`src/rtl/player_input_conditioner_pkg.sv`:
```
// Shared state encodings and default cycle counts for the player input conditioner.
// Replaces the old player_io_defs.vh include; import with player_input_conditioner_pkg::*.
package player_input_conditioner_pkg;

   typedef enum logic [1:0] {
      T_IDLE     = 2'd0,
      T_FIRE     = 2'd1,
      T_COOLDOWN = 2'd2,
      T_WAIT_REL = 2'd3
   } trig_state_t;

   typedef enum logic [1:0] {
      S_IDLE = 2'd0,
      S_HIT  = 2'd1,
      S_HOLD = 2'd2
   } sens_state_t;

   localparam logic [15:0] DEF_DEBOUNCE_CYCLES = 16'd50000;
   localparam logic [23:0] DEF_COOLDOWN_CYCLES = 24'd5000000;
   localparam logic [15:0] DEF_SENS_MIN_CYCLES = 16'd1000;
   localparam logic [23:0] DEF_HOLDOFF_CYCLES  = 24'd10000000;
   localparam int          DEF_CNT_W           = 24;

endpackage

```
`src/rtl/player_input_conditioner_sync_debounce.sv`:
```
// Two-flop synchronizer with optional level debounce; DEBOUNCE_CYCLES = 0 gives sync only.
module player_input_conditioner_sync_debounce #(
   parameter int               CNT_W           = 24,
   parameter logic [CNT_W-1:0] DEBOUNCE_CYCLES = '0
) (
   input  logic CLK,
   input  logic CLR,
   input  logic din_raw,
   output logic level
);

   logic [1:0] sync_q;

   always_ff @(posedge CLK or negedge CLR) begin
      if (!CLR) sync_q <= 2'b00;
      else      sync_q <= {sync_q[0], din_raw};
   end

   generate
      if (DEBOUNCE_CYCLES == '0) begin : g_bypass
         assign level = sync_q[1];
      end else begin : g_debounce
         localparam logic [CNT_W-1:0] DB_LAST = DEBOUNCE_CYCLES - CNT_W'(1);
         logic [CNT_W-1:0] cnt_q;
         logic             level_q;

         // Counter tracks how long the synced level has disagreed with the accepted level.
         always_ff @(posedge CLK or negedge CLR) begin
            if (!CLR) begin
               cnt_q   <= '0;
               level_q <= 1'b0;
            end else if (sync_q[1] == level_q) begin
               cnt_q <= '0;
            end else if (cnt_q == DB_LAST) begin
               level_q <= sync_q[1];
               cnt_q   <= '0;
            end else begin
               cnt_q <= cnt_q + CNT_W'(1);
            end
         end

         assign level = level_q;
      end
   endgenerate

endmodule

```
`src/rtl/player_input_conditioner.sv`:
```
// Per-player trigger/sensor conditioner feeding memory_map with single-cycle shot and hit events.
// Build option: define AUTO_FIRE_EN to re-fire directly after cooldown while the trigger stays held.
//
// state      | meaning
// T_IDLE     | waiting for a debounced trigger press
// T_FIRE     | one-cycle shot pulse, shot_count advances
// T_COOLDOWN | fire-rate cooldown, presses ignored
// T_WAIT_REL | trigger still held after cooldown, waiting for release
// S_IDLE     | qualifying consecutive sensor-high cycles
// S_HIT      | one-cycle hit pulse
// S_HOLD     | hit hold-off, further hits ignored
module player_input_conditioner
   import player_input_conditioner_pkg::*;
#(
   parameter logic [15:0] DEBOUNCE_CYCLES = DEF_DEBOUNCE_CYCLES,
   parameter logic [23:0] COOLDOWN_CYCLES = DEF_COOLDOWN_CYCLES,
   parameter logic [15:0] SENS_MIN_CYCLES = DEF_SENS_MIN_CYCLES,
   parameter logic [23:0] HOLDOFF_CYCLES  = DEF_HOLDOFF_CYCLES,
   parameter int          CNT_W           = DEF_CNT_W
) (
   input  logic       CLK,
   input  logic       CLR,
   input  logic       enable,
   input  logic       trigger_raw,
   input  logic       sens_raw,
   output logic       trigger_out,
   output logic       sens_out,
   output logic       fire_busy,
   output logic       hit_lock,
   output logic [7:0] shot_count
);

   localparam logic [CNT_W-1:0] CD_LOAD   = (COOLDOWN_CYCLES == 24'd0) ? '0 : CNT_W'(COOLDOWN_CYCLES - 24'd1);
   localparam logic [CNT_W-1:0] HOLD_LOAD = (HOLDOFF_CYCLES == 24'd0)  ? '0 : CNT_W'(HOLDOFF_CYCLES - 24'd1);
   localparam logic [CNT_W-1:0] SENS_LAST = (SENS_MIN_CYCLES == 16'd0) ? '0 : CNT_W'(SENS_MIN_CYCLES - 16'd1);

   trig_state_t      t_state_q, t_state_d;
   sens_state_t      s_state_q, s_state_d;
   logic             trig_lvl, trig_lvl_q, trig_rise;
   logic             sens_sync, sens_armed_q;
   logic [CNT_W-1:0] cd_cnt_q, s_cnt_q;

   player_input_conditioner_sync_debounce #(
      .CNT_W          (CNT_W),
      .DEBOUNCE_CYCLES(CNT_W'(DEBOUNCE_CYCLES))
   ) u_trig_sync (
      .CLK    (CLK),
      .CLR    (CLR),
      .din_raw(trigger_raw),
      .level  (trig_lvl)
   );

   player_input_conditioner_sync_debounce #(
      .CNT_W          (CNT_W),
      .DEBOUNCE_CYCLES('0)
   ) u_sens_sync (
      .CLK    (CLK),
      .CLR    (CLR),
      .din_raw(sens_raw),
      .level  (sens_sync)
   );

   assign trig_rise = trig_lvl & ~trig_lvl_q;

   always_ff @(posedge CLK or negedge CLR) begin
      if (!CLR) begin
         t_state_q  <= T_IDLE;
         s_state_q  <= S_IDLE;
         trig_lvl_q <= 1'b0;
      end else begin
         t_state_q  <= t_state_d;
         s_state_q  <= s_state_d;
         trig_lvl_q <= trig_lvl;
      end
   end

   always_comb begin
      t_state_d = t_state_q;
      if (!enable) begin
         t_state_d = T_IDLE;
      end else begin
         case (t_state_q)
            T_IDLE:     if (trig_rise) t_state_d = T_FIRE;
            T_FIRE:     t_state_d = T_COOLDOWN;
            T_COOLDOWN: if (cd_cnt_q == '0) begin
`ifdef AUTO_FIRE_EN
                           t_state_d = trig_lvl ? T_FIRE : T_IDLE;
`else
                           t_state_d = trig_lvl ? T_WAIT_REL : T_IDLE;
`endif
                        end
            T_WAIT_REL: if (!trig_lvl) t_state_d = T_IDLE;
            default:    t_state_d = T_IDLE;
         endcase
      end
   end

   always_comb begin
      trigger_out = (t_state_q == T_FIRE);
      fire_busy   = (t_state_q == T_COOLDOWN);
   end

   always_ff @(posedge CLK or negedge CLR) begin
      if (!CLR) begin
         cd_cnt_q   <= '0;
         shot_count <= 8'd0;
      end else begin
         if (t_state_q == T_FIRE) shot_count <= shot_count + 8'd1;
         if (!enable)                                          cd_cnt_q <= '0;
         else if (t_state_q == T_FIRE)                         cd_cnt_q <= CD_LOAD;
         else if (t_state_q == T_COOLDOWN && cd_cnt_q != '0)   cd_cnt_q <= cd_cnt_q - CNT_W'(1);
         else                                                  cd_cnt_q <= '0;
      end
   end

   always_comb begin
      s_state_d = s_state_q;
      if (!enable) begin
         s_state_d = S_IDLE;
      end else begin
         case (s_state_q)
            S_IDLE:  if (sens_armed_q && sens_sync && s_cnt_q == SENS_LAST) s_state_d = S_HIT;
            S_HIT:   s_state_d = S_HOLD;
            S_HOLD:  if (s_cnt_q == '0) s_state_d = S_IDLE;
            default: s_state_d = S_IDLE;
         endcase
      end
   end

   always_comb begin
      sens_out = (s_state_q == S_HIT);
      hit_lock = (s_state_q == S_HOLD);
   end

   // One counter serves both qualification (counting up) and hold-off (counting down).
   // A hit disarms the sensor until it has been seen low again.
   always_ff @(posedge CLK or negedge CLR) begin
      if (!CLR) begin
         s_cnt_q      <= '0;
         sens_armed_q <= 1'b0;
      end else begin
         if (s_state_q == S_HIT) sens_armed_q <= 1'b0;
         else if (!sens_sync)    sens_armed_q <= 1'b1;

         if (!enable) begin
            s_cnt_q <= '0;
         end else begin
            case (s_state_q)
               S_IDLE:  s_cnt_q <= (sens_armed_q && sens_sync && s_cnt_q != SENS_LAST) ? s_cnt_q + CNT_W'(1) : '0;
               S_HIT:   s_cnt_q <= HOLD_LOAD;
               S_HOLD:  s_cnt_q <= (s_cnt_q != '0) ? s_cnt_q - CNT_W'(1) : '0;
               default: s_cnt_q <= '0;
            endcase
         end
      end
   end

endmodule

```
`config.mk`:
```
export PLATFORM = sky130hd
export DESIGN_NAME = player_input_conditioner
export DESIGN_NICKNAME = d
export VERILOG_FILES = /design/src/rtl/player_input_conditioner_pkg.sv /design/src/rtl/player_input_conditioner_sync_debounce.sv /design/src/rtl/player_input_conditioner.sv
export SDC_FILE = /design/constraint.sdc
export NUM_CORES = 1
export LEC_CHECK = 0
export BUFFER_PORTS_ARGS = -buffer_cell sky130_fd_sc_hd__buf_2
export CAP_MARGIN = 15
export CORE_MARGIN = 10
export CORE_UTILIZATION = 56
export CTS_CLUSTER_SIZE = 24
export DETAILED_ROUTE_END_ITERATION = 6
export PLACE_DENSITY_LB_ADDON = 0.2
export SYNTH_ARGS = -nofsm -noshare
export SYNTH_HDL_FRONTEND = slang
export SYNTH_SLANG_ARGS = --single-unit
```
`constraint.sdc`:
```
create_clock -name CLK -period 2.15 [get_ports CLK]
set_input_delay 0.1075 -clock CLK [delete_from_list [all_inputs] [get_ports CLK]]
set_output_delay 0.1075 -clock CLK [all_outputs]
set_load 0.02 [all_outputs]
```
==> results of run 1 <==
-- flip-flops by register name, indices dropped and copies added, names as in the netlist --
register,cells
trig_lvl_q,1
cd_cnt_q,24
s_cnt_q,24
u_sens_sync.sync_q,2
u_trig_sync.sync_q,2
u_trig_sync.g_debounce.cnt_q,24
u_trig_sync.level,1
t_state_q,2
shot_count,8
sens_armed_q,1
s_state_q,2
-- power by group through the flow --
| stage | combinational (mW) | clock (mW) | sequential (mW) |
|---|---|---|---|
| floorplan | 0.0945 | 0 | 1.76 |
| global placement | 0.204 | 0 | 1.76 |
| detailed placement | 0.207 | 0 | 1.76 |
| CTS | 0.220 | 1.13 | 1.73 |
| global route | 0.275 | 1.22 | 1.73 |
| finish | 0.251 | 1.11 | 1.73 |
-- placed cells by master (no fill, tap or decap), types with 4 or more instances in the layout --
master	Yosys	final
a21oi_1	14	12
a221oi_2	0	7
and3_1	12	12
and4_1	5	5
buf_2	14	15
buf_4	0	88
buf_6	0	8
clkbuf_8	0	10
dfrtp_1	91	87
dfrtp_2	0	4
ha_1	7	5
inv_1	20	18
nand2_1	31	31
nand3_1	22	17
nand3_2	0	5
nand4_1	13	13
nor2_1	67	67
nor2b_1	4	4
nor3_1	25	24
nor4_1	26	21
nor4_2	3	4
nor4_4	3	7
o21a_1	6	5
o21ai_0	28	17
o21ai_1	4	14
o31a_1	4	4
or3_1	12	9
or4_1	8	5
or4_4	1	4
xnor2_1	50	50
xor2_1	21	21
-- worst min path at each step --
stage | startpoint | endpoint | slack (ns) | depth (start not counted)
3_3_place_gp | CLR | cd_cnt_q[7] | 0.10 | 1
6_report | enable | s_cnt_q[21] | 0.12 | 2
5_1_grt | enable | s_cnt_q[21] | 0.12 | 2
4_1_cts | enable | s_cnt_q[18] | 0.11 | 2
3_5_place_dp | CLR | cd_cnt_q[7] | 0.11 | 1
2_1_floorplan | CLR | cd_cnt_q[0] | -0.19 | 0
-- cells in the mapped netlist, types with 4 or more instances --
cell type | number | area (um^2)
buf_2 | 14 | 70.1
o21ai_0 | 28 | 140
nor4_1 | 26 | 163
o21ai_1 | 4 | 20.0
nor2_1 | 67 | 251
nor2b_1 | 4 | 25.0
nor3b_1 | 4 | 30.0
nand4_1 | 13 | 81.3
inv_1 | 20 | 75.1
xnor2_1 | 50 | 438
and4_1 | 5 | 43.8
xor2_1 | 21 | 184
o31a_1 | 4 | 35.0
nand3_1 | 22 | 110
or4_1 | 8 | 60.1
ha_1 | 7 | 87.6
a221oi_1 | 9 | 78.8
clkbuf_1 | 16 | 60.1
and3_1 | 12 | 75.1
o21a_1 | 6 | 45.0
nor3_1 | 25 | 125
nand2_1 | 31 | 116
or3_1 | 12 | 75.1
a21oi_1 | 14 | 70.1
dfrtp_1 | 91 | 2280
-- kinds of logic (layout without fill, tap and decap cells) --
logic type	Yosys count	in the layout	synth area share (%)
compound gates	95	95	12.3
xor+xnor	71	71	11.9
fa+ha+maj	7	7	1.67
buf+inv	52	152	4.07
flops	91	91	43.6
mux	2	2	0.431
simple gates	247	247	26.1
-- worst max-delay path: cells and delay by family (launching register included) --
kind / cells / cell delay [ns]
AOI/OAI and AO/OA: 2 / 0.41
adders and majority gates: 1 / 0.12
buffers and inverters: 2 / 0.24
DFF: 1 / 0.40
and+or+nand+nor: 3 / 0.86
-- routing by layer --
| metal | vias to the layer above | routed length (um) |
|---|---|---|
| met5 | - | 0 |
| met3 | 26 | 859 |
| met2 | 140 | 6650 |
| met4 | 0 | 244 |
| li1 | 2227 | - |
| met1 | 2306 | 5990 |
-- cell type report --
class,count,area (um^2),area share [%]
Inverter,20,75.1,1.14
Clock buffer,10,138,2.09
Multi-Input combinational cell,422,3010,45.7
Timing Repair Buffer,116,896,13.6
Clock inverter,6,47.5,0.721
Tap cell,111,139,2.11
Sequential cell,91,2280,34.6
-- repair_timing --
item                                    4_1_cts  5_1_grt
endpoints found under the hold margin        39        0
endpoints found under the setup margin       19       62
gates resized for setup                       7       61
pin swaps                                     1       25
buffers inserted                              4       10
hold buffers                                  3        0
-- stage by stage --
step | setup TNS (ns) | area [um^2] | cells
floorplan | 0 | 5250 | 565
global placement | -0.0602 | 5980 | 743
detailed placement | -0.324 | 5980 | 743
CTS | -0.162 | 6260 | 766
global route | -1.40 | 6590 | 776
finish | -0.0717 | 6590 | 776
==> key figures, run 1 <==
Setup path
  • Worst r2r dst: s_cnt_q[11]
  • Worst reg2reg setup slack: -0.03 ns
  • CP required: 2.39 ns
  • CP Capture Point: s_cnt_q[11]
  • Crit path kind: reg2reg
  • Worst setup EP type: flop
  • Critical path launch point type: flop
  • RR Startpoint: s_cnt_q[0]
  • CP Max Fanout: 5
  • Crit-path cells: inv_2 > ha_4 > or4b_4 > nor4_4 > a21oi_2 > buf_6 > a221oi_2 > nor3_2
  • Crit path DAT: 2.42 ns
  • R2R cell count: 8
  • Worst setup startpoint: s_cnt_q[0]
  • Crit-path max cell delay: 0.46 ns
  • Critical-path top delay cell: or4b_4

Synth
  • Yosys warns: 0
  • Seq/Total Area, Yosys: 43.6%
  • Top_reg_cell synth: dfrtp_1
  • Cell count after synthesis: 565
  • Mapped Area: 5230 um^2
  • Post-synth EDFFs: 0
  • Ys async rst share: 100%
  • #FFs+latches synth: 91
  • Syn nets: 577
  • Synth cell types: 55
  • Syn_area_per_cell: 9.25 um^2

Timing
  • Skew final: 0.0141 ns
  • Final period util: 101%
  • Fmax: 0.459 GHz
  • Max-slew headroom: 61.8%
  • Final hold vios: 0
  • Final setup vio count: 4
  • RSZ-0062 raised after global routing: true
  • Fin worst setup slack: -0.0293 ns
  • Measured slew at the worst slew-check pin: 0.573 ns
  • Final Critical Period: 2.18 ns
  • Max-slew violations: 0
  • Min Hold Slack: 0.123 ns

Drt
  • Detail Route Antenna Nets: 0
  • Via count: 4699
  • Drt first pass iters: 5
  • Vias per cell: 6.06
  • DRC: 0
  • Wire per inst: 17.7 um
  • DR iter-0 viols: 294
  • Routed WL: 13.7 mm

Placed design
  • Dpl ws: -0.0731 ns
  • GPL Wtd Cong: 0.994
  • Number of buffers added on ports: 16
  • Post-DP HPWL: 9.37 mm

Clocking
  • TritonCTS Buffers: 9
  • H-Tree Depth: 3
  • Skew-Pair Late Insertion Delay: 0.37 ns
  • CTS tree: done
  • Clock buffer depth: 2
  • Root Buffer: clkbuf_8
  • Clk slew on worst S/H paths: 0.10 ns
  • Clk sinks: 91

Layout
  • Post-layout util: 72.0%
  • Layout cell share with drive strength beyond 1: 28.6%
  • Antenna cells: 0
  • Layout area overhead: 26.0%
  • Nets: 672
  • FILL cells: 651

Global route
  • Met2 GRT Util: 32.5%
  • Grt ovf: 0
  • First-pass GRT wire length: 22.0 mm
  • Vias in the first global route: 4486
  • Met1 usage: 26.8%
  • Met3 usage: 5.29%
  • Initial antenna violation count: 0
  • Largest net degree at the start of global routing: 40
  • GRT Max-Usage Layer: met2
  • Tot GR Track Use: 20.4%

Floorplan
  • Ports: 17
  • Die Wd: 117 um
  • Starting Density: 57.1%
  • FP Rows: 35
  • Die Ht: 117 um
  • Full die area: 13600 um^2
  • Core area: 9150 um^2

Pwr
  • Overall power: 3.09 mW
  • Max rail drop VDD: 0.473 mV
  • Clock share of power: 35.8%
  • Switch Pwr: 799 uW
  • Internal Power: 2.29 mW
  • Comb pwr share: 8.1%
  • Pwr/cell area: 468 nW/um^2
  • Switching share of power: 25.9%
  • Leakage: 3.07 nW
  • Sequential share of power: 56.0%

Outcome
  • Failing checks: negative setup slack
  • Outcome: finished, violations left

Min path
  • Worst min path class: in2reg

Run
  • Max_cap viols: 0
(Power assumes the default switching activity.)
==> run 2, diff against run 1 <==
ABC_AREA = 1   (was unset)
CORE_UTILIZATION = 57   (was 56)
==> run 2 against run 1 <==
The flow now finishes without violations. Clock skew fell by 0.00066 ns. Via count up 14%. Cell area shrank 3.7%. Core utilization down 7.7 points. Global-route usage is 0.37 points higher. First-iteration DRC count up 53%. Final cell count increased by 29%. Non-clock buffer count down 83. Flip-flop and latch count unchanged.
==> key figures, run 2 <==
Outcome
  • Outcome: completed

Timing
  • Measured slew at the worst slew-check pin: 0.504 ns
  • Final hold vios: 0
  • Max-slew violations: 0
  • RSZ-0062 raised after global routing: false
  • Skew final: 0.0134 ns
  • Fmax: 0.524 GHz
  • Final period util: 88.8%
  • Max-slew headroom: 66.4%
  • Min Hold Slack: 0.123 ns
  • Final setup vio count: 0
  • Final Critical Period: 1.91 ns
  • Setup TNS: 0 ns

Global route
  • First-pass GRT wire length: 24.8 mm
  • Grt ovf: 0
  • Tot GR Track Use: 20.7%
  • Initial antenna violation count: 0
  • Largest net degree at the start of global routing: 41
  • Vias in the first global route: 5350

Synth
  • Syn nets: 852
  • Yosys warns: 0
  • Cell count after synthesis: 840
  • Mapped Area: 5840 um^2
  • Ys async rst share: 100%
  • Share of the synthesized area in the top cell type: 39.0%
  • Cell with the most instances after synthesis: nand2_1
  • Syn_area_per_cell: 6.96 um^2
  • Synth area leaders: dfrtp_1 (39%), nand2_1 (13%), nor2_1 (12%)
  • Top_reg_cell synth: dfrtp_1
  • Seq/Total Area, Yosys: 39.0%
  • Largest area contributor in the netlist: dfrtp_1
  • #FFs+latches synth: 91
  • Post-synth EDFFs: 0
  • Most common library cells after synthesis: nand2_1 (202), nor2_1 (187), dfrtp_1 (91), inv_1 (90)
  • Synth cell types: 38

Drt
  • Via count: 5353
  • Detail Route Antenna Nets: 0
  • Wire per inst: 14.4 um
  • Vias per cell: 5.34
  • DR iter-0 viols: 450
  • DRC: 0
  • Routed WL: 14.4 mm
  • Drt first pass iters: 5

Clocking
  • Post-cts sizing count: 0
  • TritonCTS Buffers: 9
  • Clk sinks: 91
  • Clk slew on worst S/H paths: 0.10 ns
  • H-Tree Depth: 3
  • Clock buffer depth: 2
  • CTS tree: done
  • Root Buffer: clkbuf_8
  • Hold buffers post-CTS: 3
  • Post-CTS setup buffers: 0
  • Skew-Pair Late Insertion Delay: 0.39 ns

Pwr
  • Pwr/cell area: 712 nW/um^2
  • Leakage: 3.17 nW
  • Max rail drop VDD: 0.757 mV

Layout
  • Layout area overhead: 8.56%
  • Area of the multi-input gates: 3100 um^2
  • Finished layout cell area: 6340 um^2
  • FILL cells: 869
  • Commonest non-fill, non-tap cell in the layout: nand2_1
  • Biggest regs: cd_cnt_q x24, s_cnt_q x24, u_trig_sync.g_debounce.cnt_q x24
  • Antenna cells: 0
  • Layout cell share with drive strength beyond 1: 9.44%
  • FF/Latch Area: 2280 um^2
  • Nets: 876
  • Most frequent cells in the layout: nand2_1 (202), nor2_1 (187), dfrtp_1 (91)

Floorplan
  • Die Ht: 121 um
  • Ports: 17
  • Starting Density: 59.2%
  • FP Rows: 36
  • Full die area: 14700 um^2
  • Die Wd: 121 um
  • Core area: 9860 um^2

Setup path
  • Crit path kind: reg2reg
  • Crit path DAT: 2.22 ns
  • CP required: 2.46 ns
  • Worst setup EP type: flop
  • Critical path launch point type: flop
  • CP Max Fanout: 11

Min path
  • Worst min path class: in2reg

Placed design
  • Placement Cell Area: 6100 um^2
  • Post-DP HPWL: 10.9 mm
  • GPL Wtd Cong: 1.02
  • Number of buffers added on ports: 16

Run
  • Max_cap viols: 0
run 2: cell types whose count changed in the layout (fill, tap and decap cells not counted), sizes merged, moves of 6 or more:
| cell | delta |
|---|---|
| nor2 | +136 |
| xor2 | +17 |
| or4 | -9 |
| inv | +76 |
| a21oi | +12 |
| nor4 | -30 |
| buf | -83 |
| o21a | -6 |
| a221oi | -9 |
| or3 | -12 |
| nand3 | +19 |
| and3 | -11 |
| xnor2 | -32 |
| nand2 | +178 |
run 2: layer usage:
metal | up-vias | routed length (um) | track usage, % | share of wire, %
met3 | 50 | 819 | 4.56 | 5.7
met4 | 0 | 651 | 11.3 | 4.5
met2 | 179 | 6790 | 34.3 | 47
met5 | - | 0 | 0 | 0
met1 | 2454 | 6170 | 24.6 | 43
li1 | 2670 | - | - | -
run 2: report_power, final:
group	leakage, nW	internal, mW	switching [mW]
clock network	0.109	0.568	0.708
registers	1.24	1.83	0.137
logic	1.83	0.475	0.793
total	3.17	2.88	1.64
run 2: path summary, 6_finish.rpt:
path,depth (start not counted),end,slack (ns),startpoint
worst max-delay path,9,s_cnt_q[8],0.24,s_cnt_q[0]
worst min-delay path,3,s_cnt_q[23],0.12,enable
worst max register to register,9,s_cnt_q[8],0.24,s_cnt_q[0]
worst min register to register,0,u_trig_sync.sync_q[1],0.36,u_trig_sync.sync_q[0]
max in group asynchronous,3,cd_cnt_q[19],1.30,CLR
min in group asynchronous,2,cd_cnt_q[4],0.23,CLR
run 2: stage by stage:
stage	power [mW]	std cells	setup WS [ns]	utilization, %
floorplan	2.96	840	0.535	-
global placement	3.23	983	0.354	61.9
detailed placement	3.26	983	0.248	61.9
CTS	4.55	1002	0.229	64.3
global route	4.79	1002	0.00365	64.3
finish	4.52	1002	0.241	64.3
run 2: cell type report:
cell class	instances	area share, %
tap	133	2.62
timing repair buffer	33	3.63
clock buffer	9	1.95
sequential	91	35.9
inverter	95	5.62
multi-input combinational	634	48.9
clock inverter	7	1.38
run 2: cells by family after synthesis:
group / share of synthesized area, %
AO/OA/AOI/OAI: 5.65
AND/OR/NAND/NOR: 37.6
buffers and inverters: 7.94
adder cells (fa/ha/maj): 1.50
XOR/XNOR: 8.39
flip-flops: 39.0
run 2: worst max-delay path, cell delays in order, from the launching register on:
cell     delay [ns]
dfrtp_1        0.44
ha_1           0.23
nand2_1        0.18
inv_1          0.06
nand2_1        0.05
nor2_1         0.05
nand3_2        0.10
nand3_2        0.26
or2_0          0.30
a21oi_1        0.15
